## src/rtl/dac_sample_scheduler_if.sv

```systemverilog
// Bundle of control, config, sample and DAC-side signals for the DAC sample scheduler.
interface dac_sample_scheduler_if #(
  parameter int N = 8,
  parameter int W = 16
);
  logic         ena;
  logic         start;
  logic         stop;
  logic         cfg_valid;
  logic [N-1:0] cfg_ticks;
  logic         cfg_ready;
  logic         s_valid;
  logic [W-1:0] s_data;
  logic         s_ready;
  logic         clr_underrun;
  logic [W-1:0] dac_data;
  logic         dac_load;
  logic         busy;
  logic         underrun;
  logic [7:0]   underrun_cnt;

  modport master (
    output ena, start, stop, cfg_valid, cfg_ticks, s_valid, s_data, clr_underrun,
    input  cfg_ready, s_ready, dac_data, dac_load, busy, underrun, underrun_cnt
  );

  modport slave (
    input  ena, start, stop, cfg_valid, cfg_ticks, s_valid, s_data, clr_underrun,
    output cfg_ready, s_ready, dac_data, dac_load, busy, underrun, underrun_cnt
  );
endinterface

```

## src/rtl/dac_sample_scheduler.sv

```systemverilog
// Paces samples from a 2-entry FIFO into the DAC every period_active+1 enabled cycles.
// States: IDLE (counter parked, no ticks) | RUN (periodic ticks) | STOPPING (one last tick, then IDLE).
module dac_sample_scheduler #(
  parameter int N = 8,
  parameter int W = 16
) (
  input logic                   clk,
  input logic                   rst,
  dac_sample_scheduler_if.slave bus
);
  typedef enum logic [1:0] {IDLE, RUN, STOPPING} state_t;

  state_t       state;
  logic [N-1:0] counter;
  logic [N-1:0] period_active;
  logic [N-1:0] period_pend;
  logic         pend;
  logic [W-1:0] fifo_q [2];
  logic [1:0]   fifo_cnt;
  logic [W-1:0] dac_data_q;
  logic         dac_load_q;
  logic         underrun_q;
  logic [7:0]   underrun_cnt_q;

  logic tick;
  logic push;
  logic pop;
  logic cfg_take;
  logic empty_tick;

  assign tick       = (state != IDLE) && bus.ena && (counter == period_active);
  assign push       = bus.s_valid && bus.s_ready;
  assign pop        = tick && (fifo_cnt != 2'd0);
  assign empty_tick = tick && (fifo_cnt == 2'd0);
  assign cfg_take   = bus.cfg_valid && bus.cfg_ready;

  assign bus.s_ready      = (fifo_cnt < 2'd2);
  assign bus.cfg_ready    = ~pend;
  assign bus.busy         = (state != IDLE);
  assign bus.dac_data     = dac_data_q;
  assign bus.dac_load     = dac_load_q;
  assign bus.underrun     = underrun_q;
  assign bus.underrun_cnt = underrun_cnt_q;

  always_ff @(posedge clk) begin
    if (rst) begin
      state          <= IDLE;
      counter        <= '0;
      period_active  <= '1;
      period_pend    <= '0;
      pend           <= 1'b0;
      dac_data_q     <= '0;
      dac_load_q     <= 1'b0;
      underrun_q     <= 1'b0;
      underrun_cnt_q <= '0;
    end else begin
      dac_load_q <= tick;
      if (pop) dac_data_q <= fifo_q[0];

      case (state)
        IDLE:     if (bus.start) state <= RUN;
        RUN:      if (bus.stop) state <= STOPPING;
        STOPPING: if (tick) state <= IDLE;
        default:  state <= IDLE;
      endcase

      if ((state != IDLE) && bus.ena) counter <= tick ? '0 : counter + N'(1);

      // Busy-time configs wait for a period boundary so a period is never cut short.
      if (cfg_take && (state == IDLE)) begin
        period_active <= bus.cfg_ticks;
      end else if (tick && pend) begin
        period_active <= period_pend;
        pend          <= 1'b0;
      end
      if (cfg_take && (state != IDLE)) begin
        period_pend <= bus.cfg_ticks;
        pend        <= 1'b1;
      end

      if (empty_tick) begin
        underrun_q <= 1'b1;
        if (bus.clr_underrun) underrun_cnt_q <= 8'd1;
        else if (underrun_cnt_q != 8'hFF) underrun_cnt_q <= underrun_cnt_q + 8'd1;
      end else if (bus.clr_underrun) begin
        underrun_q     <= 1'b0;
        underrun_cnt_q <= '0;
      end
    end
  end

  // No bypass: a sample pushed into an empty FIFO is only visible from the next cycle.
  always_ff @(posedge clk) begin
    if (rst) begin
      fifo_cnt  <= '0;
      fifo_q[0] <= '0;
      fifo_q[1] <= '0;
    end else begin
      case ({push, pop})
        2'b10: begin
          fifo_q[fifo_cnt[0]] <= bus.s_data;
          fifo_cnt            <= fifo_cnt + 2'd1;
        end
        2'b01: begin
          fifo_q[0] <= fifo_q[1];
          fifo_cnt  <= fifo_cnt - 2'd1;
        end
        2'b11:   fifo_q[0] <= bus.s_data;
        default: ;
      endcase
    end
  end
endmodule

```

## src/flat_wrapper.sv

```systemverilog
// flat-port wrapper written by rule: the top's interface ports become plain ports
module dac_sample_scheduler_flat 
#(
  parameter int N = 8,
  parameter int W = 16
)
  (clk, rst, bus_ena, bus_start, bus_stop, bus_cfg_valid, bus_cfg_ticks, bus_s_valid, bus_s_data, bus_clr_underrun, bus_cfg_ready, bus_s_ready, bus_dac_data, bus_dac_load, bus_busy, bus_underrun, bus_underrun_cnt);
  dac_sample_scheduler_if #(.N(N), .W(W)) bus_i ();
  input logic clk;
  input logic rst;
  input wire logic [$bits(bus_i.ena)-1:0] bus_ena;
  input wire logic [$bits(bus_i.start)-1:0] bus_start;
  input wire logic [$bits(bus_i.stop)-1:0] bus_stop;
  input wire logic [$bits(bus_i.cfg_valid)-1:0] bus_cfg_valid;
  input wire logic [$bits(bus_i.cfg_ticks)-1:0] bus_cfg_ticks;
  input wire logic [$bits(bus_i.s_valid)-1:0] bus_s_valid;
  input wire logic [$bits(bus_i.s_data)-1:0] bus_s_data;
  input wire logic [$bits(bus_i.clr_underrun)-1:0] bus_clr_underrun;
  output wire logic [$bits(bus_i.cfg_ready)-1:0] bus_cfg_ready;
  output wire logic [$bits(bus_i.s_ready)-1:0] bus_s_ready;
  output wire logic [$bits(bus_i.dac_data)-1:0] bus_dac_data;
  output wire logic [$bits(bus_i.dac_load)-1:0] bus_dac_load;
  output wire logic [$bits(bus_i.busy)-1:0] bus_busy;
  output wire logic [$bits(bus_i.underrun)-1:0] bus_underrun;
  output wire logic [$bits(bus_i.underrun_cnt)-1:0] bus_underrun_cnt;
  assign bus_i.ena = bus_ena;
  assign bus_i.start = bus_start;
  assign bus_i.stop = bus_stop;
  assign bus_i.cfg_valid = bus_cfg_valid;
  assign bus_i.cfg_ticks = bus_cfg_ticks;
  assign bus_i.s_valid = bus_s_valid;
  assign bus_i.s_data = bus_s_data;
  assign bus_i.clr_underrun = bus_clr_underrun;
  assign bus_cfg_ready = bus_i.cfg_ready;
  assign bus_s_ready = bus_i.s_ready;
  assign bus_dac_data = bus_i.dac_data;
  assign bus_dac_load = bus_i.dac_load;
  assign bus_busy = bus_i.busy;
  assign bus_underrun = bus_i.underrun;
  assign bus_underrun_cnt = bus_i.underrun_cnt;
  dac_sample_scheduler #(.N(N), .W(W)) u_core (.clk(clk), .rst(rst), .bus(bus_i));
endmodule
```

## config.mk

```make
export PLATFORM = sky130hd
export DESIGN_NAME = dac_sample_scheduler_flat
export DESIGN_NICKNAME = d
export VERILOG_FILES = /design/src/rtl/dac_sample_scheduler_if.sv /design/src/rtl/dac_sample_scheduler.sv /design/src/flat_wrapper.sv
export SDC_FILE = /design/constraint.sdc
export NUM_CORES = 1
export LEC_CHECK = 0
export ABC_AREA = 1
export BUFFER_PORTS_ARGS = -buffer_cell sky130_fd_sc_hd__buf_4
export CAP_MARGIN = 10
export CORE_UTILIZATION = 55
export CTS_BUF_LIST = sky130_fd_sc_hd__clkbuf_2 sky130_fd_sc_hd__clkbuf_4 sky130_fd_sc_hd__clkbuf_8
export DETAILED_ROUTE_END_ITERATION = 6
export PLACE_DENSITY = 0.78
export SLEW_MARGIN = 15
export SYNTH_ARGS = -nofsm -noshare
export SYNTH_HDL_FRONTEND = slang
export SYNTH_SLANG_ARGS = --single-unit
export TNS_END_PERCENT = 50
```

## constraint.sdc

```tcl
create_clock -name clk -period 3.6 [get_ports clk]
set_input_delay 0.36 -clock clk [delete_from_list [all_inputs] [get_ports clk]]
set_output_delay 0.36 -clock clk [all_outputs]
set_load 0.01 [all_outputs]
```

* Word level (Yosys, flattened, before mapping)
Memory sizes are Yosys's and may differ from the RTL's. A register that Yosys moved wholly into a read port is not among the register bits. Index checks and enable logic that the tools add are counted.
Storage, ports and cells: word-level logic and storage cells 84, register bits 39, RAM bits 32, memories 1
Memory list:
- u_core.fifo_q | depth 2, width 16, read ports 2, clocked after Yosys merged registers in 1, wr ports 2, line dac_sample_scheduler.sv:18 | logic [W-1:0] fifo_q [2];
Operators by class: reduce and logical (&&, ||, !) cells 22, bitwise gates (word level) 3, muxes and demuxes 33, add/subtract/negate cells 4, order comparisons 1, eq/ne operators 11
Operator list (number):
- $mux W8 | 7
- $mux W16 | 3
- $mux W1 | 18
- $add A8 B1 Y8 const B | 2
- $reduce_or A16 Y1 | 1
- $reduce_bool A2 Y1 | 7
- $logic_and A1 B1 Y1 | 9
- $eq A8 B8 Y1 | 1
- $ne A8 B8 Y1 const B | 1
- $eq A2 B2 Y1 const B | 3
- $mux W2 | 3
- $ne A2 B2 Y1 const B | 3
- $pmux W2 S3 | 1
- $eq A2 B1 Y1 const B | 2
- $logic_not A2 Y1 | 2
- $pmux W2 S2 | 1
- $reduce_and A2 Y1 | 2
- $reduce_and A3 Y1 | 1
- $add A2 B1 Y2 const B | 1
- $lt A2 B2 Y1 const B | 1
- $ne A2 B1 Y1 const B | 1
- $or A1 B1 Y1 | 2
- $sub A2 B1 Y2 const B | 1
- $not A1 Y1 | 1

* Depth between registers and ports, before layout
Gate-level depths: netlist of the first run.
depth in word-level cells 11, gate-level depth with buffers 16, mapped depth without buffers 13

* Worst setup path before layout of the first run
Ideal clock, no wire load.
path type reg2reg, start point register u_core.state[1], end point memory u_core.fifo_q[1][0] (enable), setup time 414 ps, data arrival time 2707 ps, cell stages (with the launch flop) 12, setup slack 479 ps, period minus slack after synthesis 3121 ps, cell sequence dfxtp_1 nor2_4 nor2_8 nand3_4 nor2_4 nand2_4 nor2_8 inv_2 buf_2 ha_1 nand2_1 o31ai_1
RTL lines:
- start: declaration | line dac_sample_scheduler.sv:13 | state_t state;
- start signal: assignment | line dac_sample_scheduler.sv:47 | state <= IDLE;
- start signal: assignment | line dac_sample_scheduler.sv:61 | IDLE: if (bus.start) state <= RUN;
- start signal: assignment | line dac_sample_scheduler.sv:62 | RUN: if (bus.stop) state <= STOPPING;
- end: declaration | line dac_sample_scheduler.sv:18

==> flow_results.org, run 1 <==
** Hold path
- The worst hold path passes through 2 cells.
- Min-Delay Endpoint :: u_core.state[0]
- In this run the most critical hold path is launched from bus_stop.
- The tightest min-delay check is of the in -> reg type.

** STA
- Achievable clock frequency :: between 0.3 and 0.4 GHz
- Headroom to the max-slew limit came out at a little over half.
- Time the final worst path needs with I/O delays and setup :: slightly above 3 ns
- Setup violations remaining at the end of the flow were counted as 0.
- The number of endpoints with negative hold slack in the final report came to 0.
- At the pin with the least slew margin, the transition time is a little over 0.7 ns.
- Setup repair after global routing left no endpoint under its margin.
- The max-slew violation count came to 0.
- On the final layout, the worst clock skew is around 0.012 ns.
- Sum of negative setup slack :: 0 ns
- The final critical path takes up 84.0% of the cycle.

** Clocking
- TritonCTS clock tree :: built
- Post-CTS Setup Bufs :: 0
- Clock-pin slew was measured on the worst setup and hold paths at ~0.080 ns.
- Clock tree synthesis found a total of 87 sinks.
- Depth of the CTS H-tree :: 3
- Post-CTS Resized :: 0
- Hold-fix buffers, CTS :: 0
- In this run, CTS created clock tree buffers numbering 9.
- Worst-skew pair later-pin latency :: about 0.36 ns
- Clk root buf :: clkbuf_8
- Number of buffers between clock root and the deepest sink :: 2

** Floorplan
- The floorplan step set the die width to approximately 89 um.
- The region available for standard cell placement spans ~0.0073 mm^2.
- Die Outline Area :: about 0.008 mm^2
- Standard-cell row count :: 31
- I/O pins :: 61
- In this run the vertical extent of the chip is ~89 um.
- Effective utilization at floorplan :: between 50% and 60%

** Routing
- # DRC :: 0
- Across all layers, the routed design uses roughly 3500 vias.
- Using the TritonRoute via totals, the vias-per-cell ratio works out to approximately 5.2.
- Before antenna repair, the detailed router went through 5 iterations.
- Final wirelength :: about 9000 um
- Dividing the detail-routed wire length by the instance count gives about 13 um.
- Final antenna-violating net count :: 0
- Violation count after the first detailed-routing iteration :: 165

** Synthesis
- Proportion of synthesized flip-flops having asynchronous set or reset :: 0%
- Cell Area, Synth :: around 0.0042 mm^2
- In this run the biggest area consumer among cell types represents 26.4% of the synthesized area.
- Biggest area contributors in the synthesized netlist :: dfxtp_1 26%, edfxtp_1 23%, nand2_1 9.6%, nor2_1 6.1%, inv_1 6.0%
- Number of flops mapped to enable cells by yosys :: 32
- Summing the sequential cell areas from Yosys gives a little under 50% of the chip area.
- Biggest area consumer among synthesized cells :: dfxtp_1
- Predominant post-synthesis flop cell :: dfxtp_1
- Post-synthesis cell type count :: 37
- Yosys synthesis warning count :: 0
- The number of nets in the synthesized netlist is 550.
- Each instance of the synthesized netlist takes up on average around 8 um^2.
- Synthesized netlist cell count :: ~510
- Number of storage elements in the synthesis netlist :: 87

** Cells and area
- Synthesis-to-finish area growth :: 17.5%
- Antenna fix cells :: 0
- Cells with a size suffix above 1 make up 17.7% of the layout.
- After filler insertion, the fill cell instance count of the layout stands at around 650.
- The library cells used most frequently in the layout, excluding fill and tap cells, are 107 x nand2_1, 68 x nor2_1, 67 x inv_1.
- Combined area of the multi-input logic cells :: 0.00174 mm^2
- Register Area :: a little over 0.002 mm^2
- Cells fill about two thirds of the core in the end.
- The net count of the finished layout is 607.
- Most frequent standard cell in the layout excluding fill and tap cells :: nand2_1

** Critical path
- Along the worst path, the maximum fanout reaches 22.
- The number of cells on the worst reg-to-reg path is 13.
- At the worst endpoint, the required time is 3.70 ns.
- Kind of start point of the critical path :: flop
- Data arrives at the worst endpoint at roughly 3.1 ns.
- The worst register-to-register path ends at u_core.fifo_q[0][7].
- Setup slack on the worst reg-to-reg path comes out at roughly 0.58 ns.
- CP Capture Type :: flop
- Kind of critical path :: reg -> reg
- The startpoint identified for the worst register-to-register timing path is u_core.counter[3].

** Place
- Buffers placed on the I/O ports in this run total 60.
- Global placement routability congestion :: between 0.8 and 0.9
- Detailed placement finished with a half-perimeter wire length of 6240 um.

** Power and ir drop
- For this design the ratio of total power to cell area is 424 mW/mm^2.
- For this design the static power due to leakage is between 2 and 2.5 nW.
- Across the VDD grid, the largest voltage drop is 0.268 mV.
- Power comes to roughly 2.1 mW.

** GRT
- Global-route usage over all layers :: approximately a quarter
- Maximum number of pins on one net before global-route repair :: 42
- In the global route stage, met1 resource usage came out at between 20 and 30%.
- M3 GR Usage :: between 4 and 5%
- Wire length of the first global-routing pass :: 14400 um
- In this run the most used layer during global routing was met2.
- Global routing used 41.6% of the available met2 tracks.
- Number of antenna violations at the first check in global routing :: 0
- Global routing finished with a remaining overflow of 0.
- Number of global-route vias before repair :: around 3300

** Run status
- Outcome :: finished, final reports clean

** Flow run
- The tool flagged a number of max-cap violations equal to 0.
## synth_stat cells, drive strengths merged (2+ instances only)
cell type	instances
nand3	26
o21ai	36
buf	9
nand3b	17
o31ai	2
nor3	3
nor3b	2
clkbuf	10
nor2	75
xnor2	2
edfxtp	32
ha	5
inv	72
a21oi	20
xor2	4
nand2	111
nand4	23
dfxtp	55
and2	2
## where the power goes
part	internal [mW]	leakage [nW]	switching, mW	total (mW)
Sequential	1.07	0.782	0.0271	1.10
Clock	0.405	0.117	0.341	0.746
Combinational	0.0868	1.53	0.146	0.233
Total	1.57	2.43	0.514	2.08
## registers in the layout, summed over array words and instances (netlist names), 2 cells and up
name,cells
u_core.period_active,8
u_core.fifo_q,32
u_core.period_pend,8
u_core.state,2
u_core.fifo_cnt,2
u_core.counter,8
u_core.bus.dac_data,16
u_core.bus.underrun_cnt,8
## metal layers
metal	routed length [um]	vias up
met3	340	14
met2	4330	77
met4	156	0
met1	3930	1603
li1	-	1785
met5	0	-
## cell type report
type	instances	share of cell area (%)
multi-input cells	335	35.4
clock buffers	14	3.80
clock inverters	2	0.740
well taps	99	2.53
repair buffers	65	9.95
inverters	72	5.51
flip-flops and latches	87	42.0
## per-stage QoR
stage | std cells | setup WS [ns] | hold slack [ns] | area, um^2
floorplan | 513 | 0.479 | 0.447 | 4170
global placement | 658 | 0.641 | 0.439 | 4680
detailed placement | 658 | 0.507 | 0.460 | 4680
CTS | 674 | 0.567 | 0.219 | 4900
global route | 674 | 0.300 | 0.218 | 4900
finish | 674 | 0.576 | 0.232 | 4900
## worst max-delay path by stage
stage | start | end | depth (start not counted)
2_1_floorplan | u_core.state[1] | u_core.fifo_q[1][0] | 11
3_3_place_gp | bus_ena | u_core.fifo_q[0][0] | 14
3_5_place_dp | bus_ena | u_core.fifo_q[0][1] | 14
4_1_cts | u_core.state[0] | u_core.fifo_q[0][0] | 13
5_1_grt | u_core.state[0] | u_core.fifo_q[0][2] | 13
6_report | u_core.counter[3] | u_core.fifo_q[0][7] | 13
## cell families (layout without fill, tap and decap cells)
kind of cell               count (synthesis)  after routing  synth area share (%)
adders and majority gates                  5              5                  1.50
AOI/OAI and AO/OA                         64             64                  8.52
DFF                                       87             87                  49.4
muxes                                      1              1                 0.270
buffers and inverters                     91            153                  9.06
xor gates and xnor gates                   6              6                  1.44
and+or+nand+nor                          259            259                  29.8
## critical path: stages (launching register included)
cell and delay [ns]:
dfxtp_1 0.44, inv_2 0.05, nand2_1 0.08, nand4_1 0.14
nor2_4 0.17, nand2_4 0.12, nor2_8 0.30, inv_2 0.20
ha_1 0.24, nand2_1 0.11, inv_2 0.16, a22oi_4 0.44
nand2_1 0.09, buf_4 0.22
Power figures use the tool's default switching activity.
==> inputs of run 2 (changes only) <==
--- a/config.mk
+++ b/config.mk
@@ -8,10 +8,10 @@
 export ABC_AREA = 1
 export BUFFER_PORTS_ARGS = -buffer_cell sky130_fd_sc_hd__buf_4
 export CAP_MARGIN = 10
-export CORE_UTILIZATION = 55
+export CORE_UTILIZATION = 53
 export CTS_BUF_LIST = sky130_fd_sc_hd__clkbuf_2 sky130_fd_sc_hd__clkbuf_4 sky130_fd_sc_hd__clkbuf_8
 export DETAILED_ROUTE_END_ITERATION = 6
-export PLACE_DENSITY = 0.78
+export PLACE_DENSITY = 0.79
 export SLEW_MARGIN = 15
 export SYNTH_ARGS = -nofsm -noshare
 export SYNTH_HDL_FRONTEND = slang
==> constraint.sdc (replaced) <==
create_clock -name clk -period 2.65 [get_ports clk]
set_input_delay 0.265 -clock clk [delete_from_list [all_inputs] [get_ports clk]]
set_output_delay 0.265 -clock clk [all_outputs]
set_load 0.01 [all_outputs]
==> flow_results.org, run 2 (synthesized netlist as in run 1, its figures left out) <==
** Cells and area
- The number of nets in the layout came to 611 (was 607).
- The fraction of layout cells with a size suffix above 1 is 18.5% (was 17.7%).
- The area growth from synthesis to layout is 17.0% (was 17.5%).
- Most frequent standard cell in the layout excluding fill and tap cells :: nand2_1 (unchanged)
- Commonest cells after routing, fill and taps aside :: 106 x nand2_1, 69 x buf_4, 68 x nor2_1 (was 107 x nand2_1, 68 x nor2_1, 67 x inv_1)
- Total of fill cells in the finished design :: 688 (was 651)
- Antenna fix cells :: 0 (unchanged)
- The flip-flop count of the largest register, all copies and words added is 32 (unchanged).
- Fin area :: 0.00488 mm^2 (was 0.00490 mm^2)
- Register containing the most flip-flops in the final layout :: u_core.fifo_q (unchanged)

** STA
- Number of max-slew violations in the final report :: 0 (unchanged)
- Pin slew with the least headroom to its limit :: 0.472 ns (was 0.706 ns)
- Time the final worst path needs with I/O delays and setup :: 2.27 ns (was 3.02 ns)
- Achievable clock frequency :: 0.440 GHz (was 0.331 GHz)
- The worst max-slew margin expressed relative to the limit was 68.5% (was 52.9%).
- RSZ-0062 raised after global routing: false (unchanged).
- Period utilisation layout :: 85.7% (was 84.0%)
- Fin. Hold Viols :: 0 (unchanged)
- Post-route clock skew :: 0.00559 ns (was 0.0118 ns)
- # setup viols final :: 0 (unchanged)

** Floorplan
- Core box area :: 0.00745 mm^2 (was 0.00729 mm^2)
- The number of I/O pins was 61 (unchanged).
- Standard-cell row count :: 31 (unchanged)
- The die extent in y was 90.7 um (was 89.1 um).
- Effective utilization at floorplan :: 56.0% (was 57.2%)
- Die extent in x :: 90.7 um (was 89.1 um)
- Die Outline Area :: 0.00823 mm^2 (was 0.00794 mm^2)

** Critical path
- The cell with the largest stage delay on the worst path was dfxtp_1 (unchanged).
- The nature of the critical path startpoint is a flop (unchanged).
- The data arrival time of the worst path is 2.31 ns (was 3.13 ns).
- Kind of critical path :: reg -> reg (unchanged)
- The maximum fanout encountered on the critical timing path is 16 (was 22).
- The biggest cell delay along the critical path is 0.41 ns (was 0.44 ns).
- The depth of the most critical reg-to-reg path is 12 (was 13).
- Critical path data required time :: 2.69 ns (was 3.70 ns)
- The destination of the worst register-to-register timing path is u_core.fifo_q[0][7] (unchanged).
- Internal reg-to-reg setup slack :: 0.38 ns (was 0.58 ns)
- The launch point of the worst reg-to-reg path is u_core.state[0] (was u_core.counter[3]).
- Cell chain of the critical path: nor2_4, nor2_8, nand3_4, nor2_4, nand2_4, nor2_8, inv_2, ha_1, nand2_1, inv_2, a22oi_4, nand2_2 (was inv_2, nand2_1, nand4_1, nor2_4, nand2_4, nor2_8, inv_2, ha_1, nand2_1, inv_2, a22oi_4, nand2_1, buf_4).
- The type of destination of the critical path is a flop (unchanged).

** Routing
- The remaining number of nets flagged by the antenna check after routing was 0 (unchanged).
- The total number of vias was 3402 (was 3479).
- # DRC :: 0 (unchanged)
- The first-iteration detailed-routing DRC count was 115 (was 165).
- The total wire length after detailed routing came to 8280 um (was 8760 um).
- The total iterations of the first detailed-routing run was 5 (unchanged).
- Routed length per placed instance :: 12.2 um (was 13.0 um)
- Average vias per placed instance :: 5.02 (was 5.16)

** Place
- The weighted congestion reported at the end of routability-driven placement came to 0.822 (was 0.866).
- The quantity of I/O buffers inserted on ports is 60 (unchanged).
- The cell area after placement was 0.00471 mm^2 (was 0.00468 mm^2).
- Placed wire-length estimate :: 6110 um (was 6240 um)

** Clocking
- Clock transition at the register clock pins on the worst setup and hold paths after CTS :: 0.08 ns (about the same)
- Clock sink total :: 87 (unchanged)
- The maximum clock path buffer count came to 2 (unchanged).
- Post-CTS Setup Bufs :: 0 (unchanged)
- Clk root buf :: clkbuf_8 (unchanged)
- TritonCTS clock tree :: built (unchanged)
- The H-tree depth is 3 (unchanged).
- Hold-fix buffers, CTS :: 0 (unchanged)
- The clock insertion delay at the later pin of the skew report came to 0.35 ns (was 0.36 ns).
- Clock buffer count from CTS :: 9 (unchanged)

** Hold path
- Min-Delay Endpoint :: u_core.state[0] (unchanged)
- The class of the most critical hold timing path is in -> reg (unchanged).
- Hold wc startpoint :: bus_stop (unchanged)
- Worst hold path depth :: 2 (unchanged)

** GRT
- Number of global-route vias before repair :: 3416 (was 3269)
- The number of antenna violations at the first check in global routing was 0 (unchanged).
- The maximum number of pins on one net before global-route repair was 40 (was 42).
- The wire length of the first global-routing pass came to 14600 um (was 14400 um).
- The overall global routing resource usage is 21.9% (was 23.9%).
- Total congestion overflow after global routing :: 0 (unchanged)

** Power and ir drop
- VDD IR max :: 0.310 mV (was 0.268 mV)
- Net Switching :: 679 uW (was 514 uW)
- PnR Total Power :: 2.63 mW (was 2.08 mW)
- The cell-internal power came to 1.95 mW (was 1.57 mW).
- The proportion of power drawn by flip-flops and latches came to 56.9% (was 52.9%).
- Clock share of power :: 30.9% (was 35.9%)
- The switching power as a share of total power is 25.8% (was 24.7%).
- The leakage dissipation was 2.42 nW (was 2.43 nW).
- Cell area power density :: 538 mW/mm^2 (was 424 mW/mm^2)
- Share of total power in combinational logic :: 12.2% (was 11.2%)

** Flow run
- Max-capacitance violation count :: 0 (unchanged)

** Run status
- Outcome :: finished, final reports clean (unchanged)
==> run 2: cell types whose count changed in the layout (fill, tap and decap cells not counted), sizes merged <==
| cell | change |
|---|---|
| clkbuf | -2 |
| bufinv | -1 |
| clkinvlp | +1 |
| clkinv | +3 |
| inv | -1 |
| buf | +4 |
==> run 2: cell type report <==
class | instances | area [um^2] | area share (%)
Sequential cell | 87 | 2060 | 42.2
Multi-Input combinational cell | 335 | 1740 | 35.6
Timing Repair Buffer | 69 | 518 | 10.6
Inverter | 72 | 270 | 5.53
Clock buffer | 12 | 146 | 3.00
Tap cell | 99 | 124 | 2.54
Clock inverter | 4 | 22.5 | 0.461
==> run 2: stage by stage <==
step	util (%)	hold slack, ns	cells	setup WS (ns)	TNS, ns
6_report	65.6	0.125	678	0.380	0
5_1_grt	65.6	0.132	678	0.199	0
4_1_cts	65.5	0.114	678	0.144	0
3_5_place_dp	63.3	0.476	662	0.171	0
3_3_place_gp	63.3	0.455	662	0.280	0
2_1_floorplan	-	0.355	513	-0.0467	-0.747
==> run 2: worst max-delay path by stage <==
| stage | slack [ns] | end | start | depth (start not counted) |
|---|---|---|---|---|
| global route | 0.20 | u_core.fifo_q[0][11] | u_core.counter[3] | 12 |
| detailed placement | 0.17 | u_core.fifo_q[0][7] | u_core.state[0] | 12 |
| global placement | 0.28 | u_core.fifo_q[0][2] | bus_ena | 13 |
| CTS | 0.14 | u_core.fifo_q[0][14] | u_core.state[0] | 12 |
| finish | 0.38 | u_core.fifo_q[0][7] | u_core.state[0] | 12 |
| floorplan | -0.05 | u_core.fifo_q[0][0] | u_core.state[0] | 14 |
==> run 2: power groups by stage <==
stage | Combinational (mW) | Clock (mW) | Sequential, mW
after global routing | 0.365 | 0.878 | 1.50
final | 0.319 | 0.813 | 1.50
after detailed placement | 0.319 | 0 | 1.53
after global placement | 0.309 | 0 | 1.52
after floorplan | 0.216 | 0 | 1.52
after CTS | 0.320 | 0.827 | 1.50
==> run 2: layer usage <==
layer | up-vias | GRT usage, % | wire (um)
li1 | 1787 | - | -
met1 | 1553 | 26.4 | 3810
met2 | 53 | 38.6 | 4090
met3 | 9 | 3.37 | 247
met4 | 0 | 8.87 | 133
met5 | - | 0 | 0
==> run 2: what timing repair did <==
action	in CTS	in global routing
endpoints found under the hold margin	0	0
endpoints found under the setup margin	0	16
gates resized for setup	0	1
==> run 2: worst max-delay path, delay by kind of cell, from the launching register on <==
family                   cells  cell delay, ns
adder cells (fa/ha/maj)      1            0.18
AND/OR/NAND/NOR              8            1.06
AO/OA/AOI/OAI                1            0.19
buffers and inverters        2            0.10
flip-flops                   1            0.41
==> inputs of run 3 (changes only) <==
--- a/config.mk
+++ b/config.mk
@@ -5,13 +5,12 @@
 export SDC_FILE = /design/constraint.sdc
 export NUM_CORES = 1
 export LEC_CHECK = 0
-export ABC_AREA = 1
 export BUFFER_PORTS_ARGS = -buffer_cell sky130_fd_sc_hd__buf_4
 export CAP_MARGIN = 10
-export CORE_UTILIZATION = 53
+export CORE_UTILIZATION = 50
 export CTS_BUF_LIST = sky130_fd_sc_hd__clkbuf_2 sky130_fd_sc_hd__clkbuf_4 sky130_fd_sc_hd__clkbuf_8
 export DETAILED_ROUTE_END_ITERATION = 6
-export PLACE_DENSITY = 0.79
+export PLACE_DENSITY = 0.76
 export SLEW_MARGIN = 15
 export SYNTH_ARGS = -nofsm -noshare
 export SYNTH_HDL_FRONTEND = slang
==> flow_results.org, run 3 <==
** Run status
- Outcome: finished, final reports clean (unchanged).

** Routing
- Count of vias placed by the detailed router :: 2773 (was 3402)
- Final wirelength :: 7360 um (was 8280 um)
- Routed length per placed instance :: 13.9 um (was 12.2 um)
- # DRC :: 0 (unchanged)
- The average vias per placed instance was 5.24 (was 5.02).
- The first-iteration detailed-routing DRC count came to 91 (was 115).
- The total iterations of the first detailed-routing run is 5 (unchanged).
- The remaining number of nets flagged by the antenna check after routing is 0 (unchanged).

** Clocking
- The clock root buffer is clkbuf_8 (unchanged).
- The post-cts hold buffer count is 0 (unchanged).
- Worst-skew pair later-pin latency :: 0.36 ns (was 0.35 ns)
- The clock slew at the register clock pins of the worst setup and hold paths is 0.08 ns (about the same).
- The number of buffers inserted during clock tree synthesis came to 9 (unchanged).
- Depth of the CTS H-tree :: 3 (unchanged)
- The clock sink count was 87 (unchanged).
- TritonCTS clock tree :: built (unchanged)
- Number of buffers between clock root and the deepest sink :: 2 (unchanged)

** Critical path
- The nature of the critical path startpoint is a flop (unchanged).
- The path type of the worst setup path is reg -> reg (unchanged).
- Slowest stage cell, crit path :: or4_1 (was dfxtp_1)
- The depth of the most critical reg-to-reg path is 7 (was 12).
- Worst stage delay on the critical path :: 0.57 ns (was 0.41 ns)
- The data arrival time of the worst path came to 2.61 ns (was 2.31 ns).
- The launch point of the worst reg-to-reg path is u_core.state[1] (was u_core.state[0]).
- Internal reg-to-reg setup slack :: 0.14 ns (was 0.38 ns)
- Capturing point of the worst reg2reg path :: u_core.fifo_q[0][10] (was u_core.fifo_q[0][7])
- The type of destination of the critical path is a flop (unchanged).
- The maximum fanout encountered on the critical timing path was 16 (unchanged).
- The required time of the worst setup path is 2.76 ns (was 2.69 ns).
- Cell chain of the critical path :: o21a_4, nand4_4, or4_1, ha_1, nor2b_1, or3_1, buf_4 (was nor2_4, nor2_8, nand3_4, nor2_4, nand2_4, nor2_8, inv_2, ha_1, nand2_1, inv_2, a22oi_4, nand2_2)

** Synthesis
- The cell with the most instances after synthesis was dfxtp_1 (was nand2_1).
- Number of storage elements in the synthesis netlist :: 87 (unchanged)
- Avg Cell Area, Syn :: 10.9 um^2 (was 8.13 um^2)
- Synthesized netlist cell count :: 357 (was 513)
- The top-area cell type share of the netlist area is 28.4% (was 26.4%).
- Biggest area contributors in the synthesized netlist: dfxtp_1 28%, edfxtp_1 25%, mux2i_1 11%, nor2_1 4.8%, and2_1 2.7% (was dfxtp_1 26%, edfxtp_1 23%, nand2_1 9.6%, nor2_1 6.1%, inv_1 6.0%).
- Biggest area consumer among synthesized cells :: dfxtp_1 (unchanged)
- Most numerous cell types in the synthesized netlist :: 55 x dfxtp_1, 50 x nor2_1, 44 x mux2i_1 (was 107 x nand2_1, 68 x nor2_1, 67 x inv_1)
- Cell Area, Synth :: 0.00388 mm^2 (was 0.00417 mm^2)
- Predominant post-synthesis flop cell :: dfxtp_1 (unchanged)
- The fraction of registers with async set or reset after synthesis came to 0% (unchanged).
- The number of warning messages in the yosys log came to 0 (unchanged).
- Post-synthesis cell type count :: 46 (was 37)
- Sequential area share after synthesis :: 53.1% (was 49.4%)
- The number of enable-type register cells in the synthesized netlist was 32 (unchanged).
- Nets in the synthesized netlist :: 394 (was 550)

** STA
- # setup viols final :: 0 (unchanged)
- Time the final worst path needs with I/O delays and setup :: 2.51 ns (was 2.27 ns)
- The maximum frequency from static timing analysis was 0.399 GHz (was 0.440 GHz).
- Pin slew with the least headroom to its limit :: 0.605 ns (was 0.472 ns)
- The share of the clock period used by the worst path after layout is 94.6% (was 85.7%).
- The setup clock skew after layout was 0.0118 ns (was 0.00559 ns).
- RSZ-0062 raised after global routing: false (unchanged).
- The worst hold margin is 0.128 ns (was 0.125 ns).
- Fin. Hold Viols :: 0 (unchanged)
- The max-slew violation count is 0 (unchanged).
- Slew margin rel. :: 59.3% (was 68.5%)
- Sum of negative setup slack :: 0 ns (unchanged)

** GRT
- Number of antenna violations at the first check in global routing :: 0 (unchanged)
- The global-route congestion overflow total was 0 (unchanged).
- Wire length of the first global-routing pass :: 13200 um (was 14600 um)
- Maximum number of pins on one net before global-route repair :: 49 (was 40)
- Global-route usage over all layers :: 20.3% (was 21.9%)
- The number of global-route vias before repair is 2825 (was 3416).

** Place
- The placed wire-length estimate came to 5130 um (was 6110 um).
- Port Buffer Count :: 60 (unchanged)
- Post-Place Cell Area :: 0.00450 mm^2 (was 0.00471 mm^2)
- The weighted congestion reported at the end of routability-driven placement is 0.800 (was 0.822).

** Cells and area
- Antenna fix cells :: 0 (unchanged)
- The fraction of layout cells with a size suffix above 1 was 27.4% (was 18.5%).
- Layout net count :: 462 (was 611)
- The most common library cell in the layout ignoring fill and taps is buf_4 (was nand2_1).
- The final standard cell area without fillers was 0.00471 mm^2 (was 0.00488 mm^2).
- The register name with the most flops is u_core.fifo_q (unchanged).
- Max reg flops :: 32 (unchanged)
- Commonest cells after routing, fill and taps aside :: 70 x buf_4, 55 x dfxtp_1, 50 x nor2_1 (was 106 x nand2_1, 69 x buf_4, 68 x nor2_1)
- The final core utilization is 63.9% (was 65.6%).
- The area growth from synthesis to layout came to 21.3% (was 17.0%).

** Floorplan
- I/O pins :: 61 (unchanged)
- The count of standard-cell rows is 31 (unchanged).
- The die extent in y came to 90.1 um (was 90.7 um).
- Core box area :: 0.00737 mm^2 (was 0.00745 mm^2)
- Effective utilization at floorplan :: 52.7% (was 56.0%)
- Die extent in x :: 90.1 um (was 90.7 um)
- Die Outline Area :: 0.00812 mm^2 (was 0.00823 mm^2)

** Hold path
- Min-Delay Endpoint :: u_core.state[0] (unchanged)
- Hold wc startpoint :: bus_stop (unchanged)
- Worst hold path depth :: 2 (unchanged)
- Worst min-delay path class :: in -> reg (unchanged)

** Power and ir drop
- VDD IR max :: 0.391 mV (was 0.310 mV)
- The power per cell area came to 572 mW/mm^2 (was 538 mW/mm^2).
- The leakage dissipation is 1.84 nW (was 2.42 nW).

** Flow run
- Max-capacitance violation count :: 0 (unchanged)
[run 3: stage by stage]
stage               instances  setup slack (ns)  power (mW)
floorplan                 357            0.0339        1.67
global placement          513             0.214        1.76
detailed placement        513             0.167        1.77
CTS                       529             0.123        2.71
global route              529          0.000424        2.81
finish                    529             0.143        2.70
[run 3: layout make-up]
type / instances / area [um^2]
flip-flops and latches: 87 / 2060
well taps: 99 / 124
fillers: 618 / 2660
clock inverters: 5 / 66.3
repair buffers: 72 / 566
inverters: 5 / 18.8
multi-input cells: 250 / 1740
clock buffers: 11 / 139
[run 3: cell families (layout without fill, tap and decap cells)]
group / Yosys count / after routing / share of synthesized area [%]
flops: 87 / 87 / 53.1
compound gates: 35 / 35 / 5.44
buf+inv: 20 / 93 / 2.51
simple gates: 150 / 150 / 21.4
mux: 44 / 44 / 11.3
fa+ha+maj: 5 / 5 / 1.61
xor+xnor: 16 / 16 / 4.57
[run 3: report_power, final]
part	internal [mW]	switching, mW
Sequential	1.46	0.0359
Combinational	0.115	0.135
Clock	0.469	0.486
Total	2.04	0.656
[run 3: worst max-delay path, delay by kind of cell, from the launching register on]
family                     cells  cell delay [ns]
and+or+nand+nor                4             1.17
DFF                            1             0.42
adders and majority gates      1             0.24
buffers and inverters          1             0.22
AOI/OAI and AO/OA              1             0.21
[run 3: repair_timing]
item	4_1_cts	5_1_grt
endpoints found under the setup margin	0	4
resized for setup	0	1
buffers inserted	0	0
[run 3: worst max path at each step]
stage                            startpoint              endpoint  slack [ns]  cells past startpoint
after floorplan             u_core.state[1]   u_core.fifo_q[0][0]        0.03                     10
after global placement      u_core.state[0]  u_core.fifo_q[0][10]        0.21                      7
after detailed placement    u_core.state[0]  u_core.fifo_q[0][10]        0.17                      7
after CTS                   u_core.state[0]  u_core.fifo_q[0][10]        0.12                      7
after global routing      u_core.counter[4]  u_core.fifo_q[0][10]      0.0004                      7
final                       u_core.state[1]  u_core.fifo_q[0][10]        0.14                      7
[run 3: layer usage]
layer / wire length [um] / GRT usage [%]
met5: 0 / 0
met4: 120 / 7.80
met3: 354 / 4.65
met2: 3470 / 32.7
met1: 3410 / 26.7
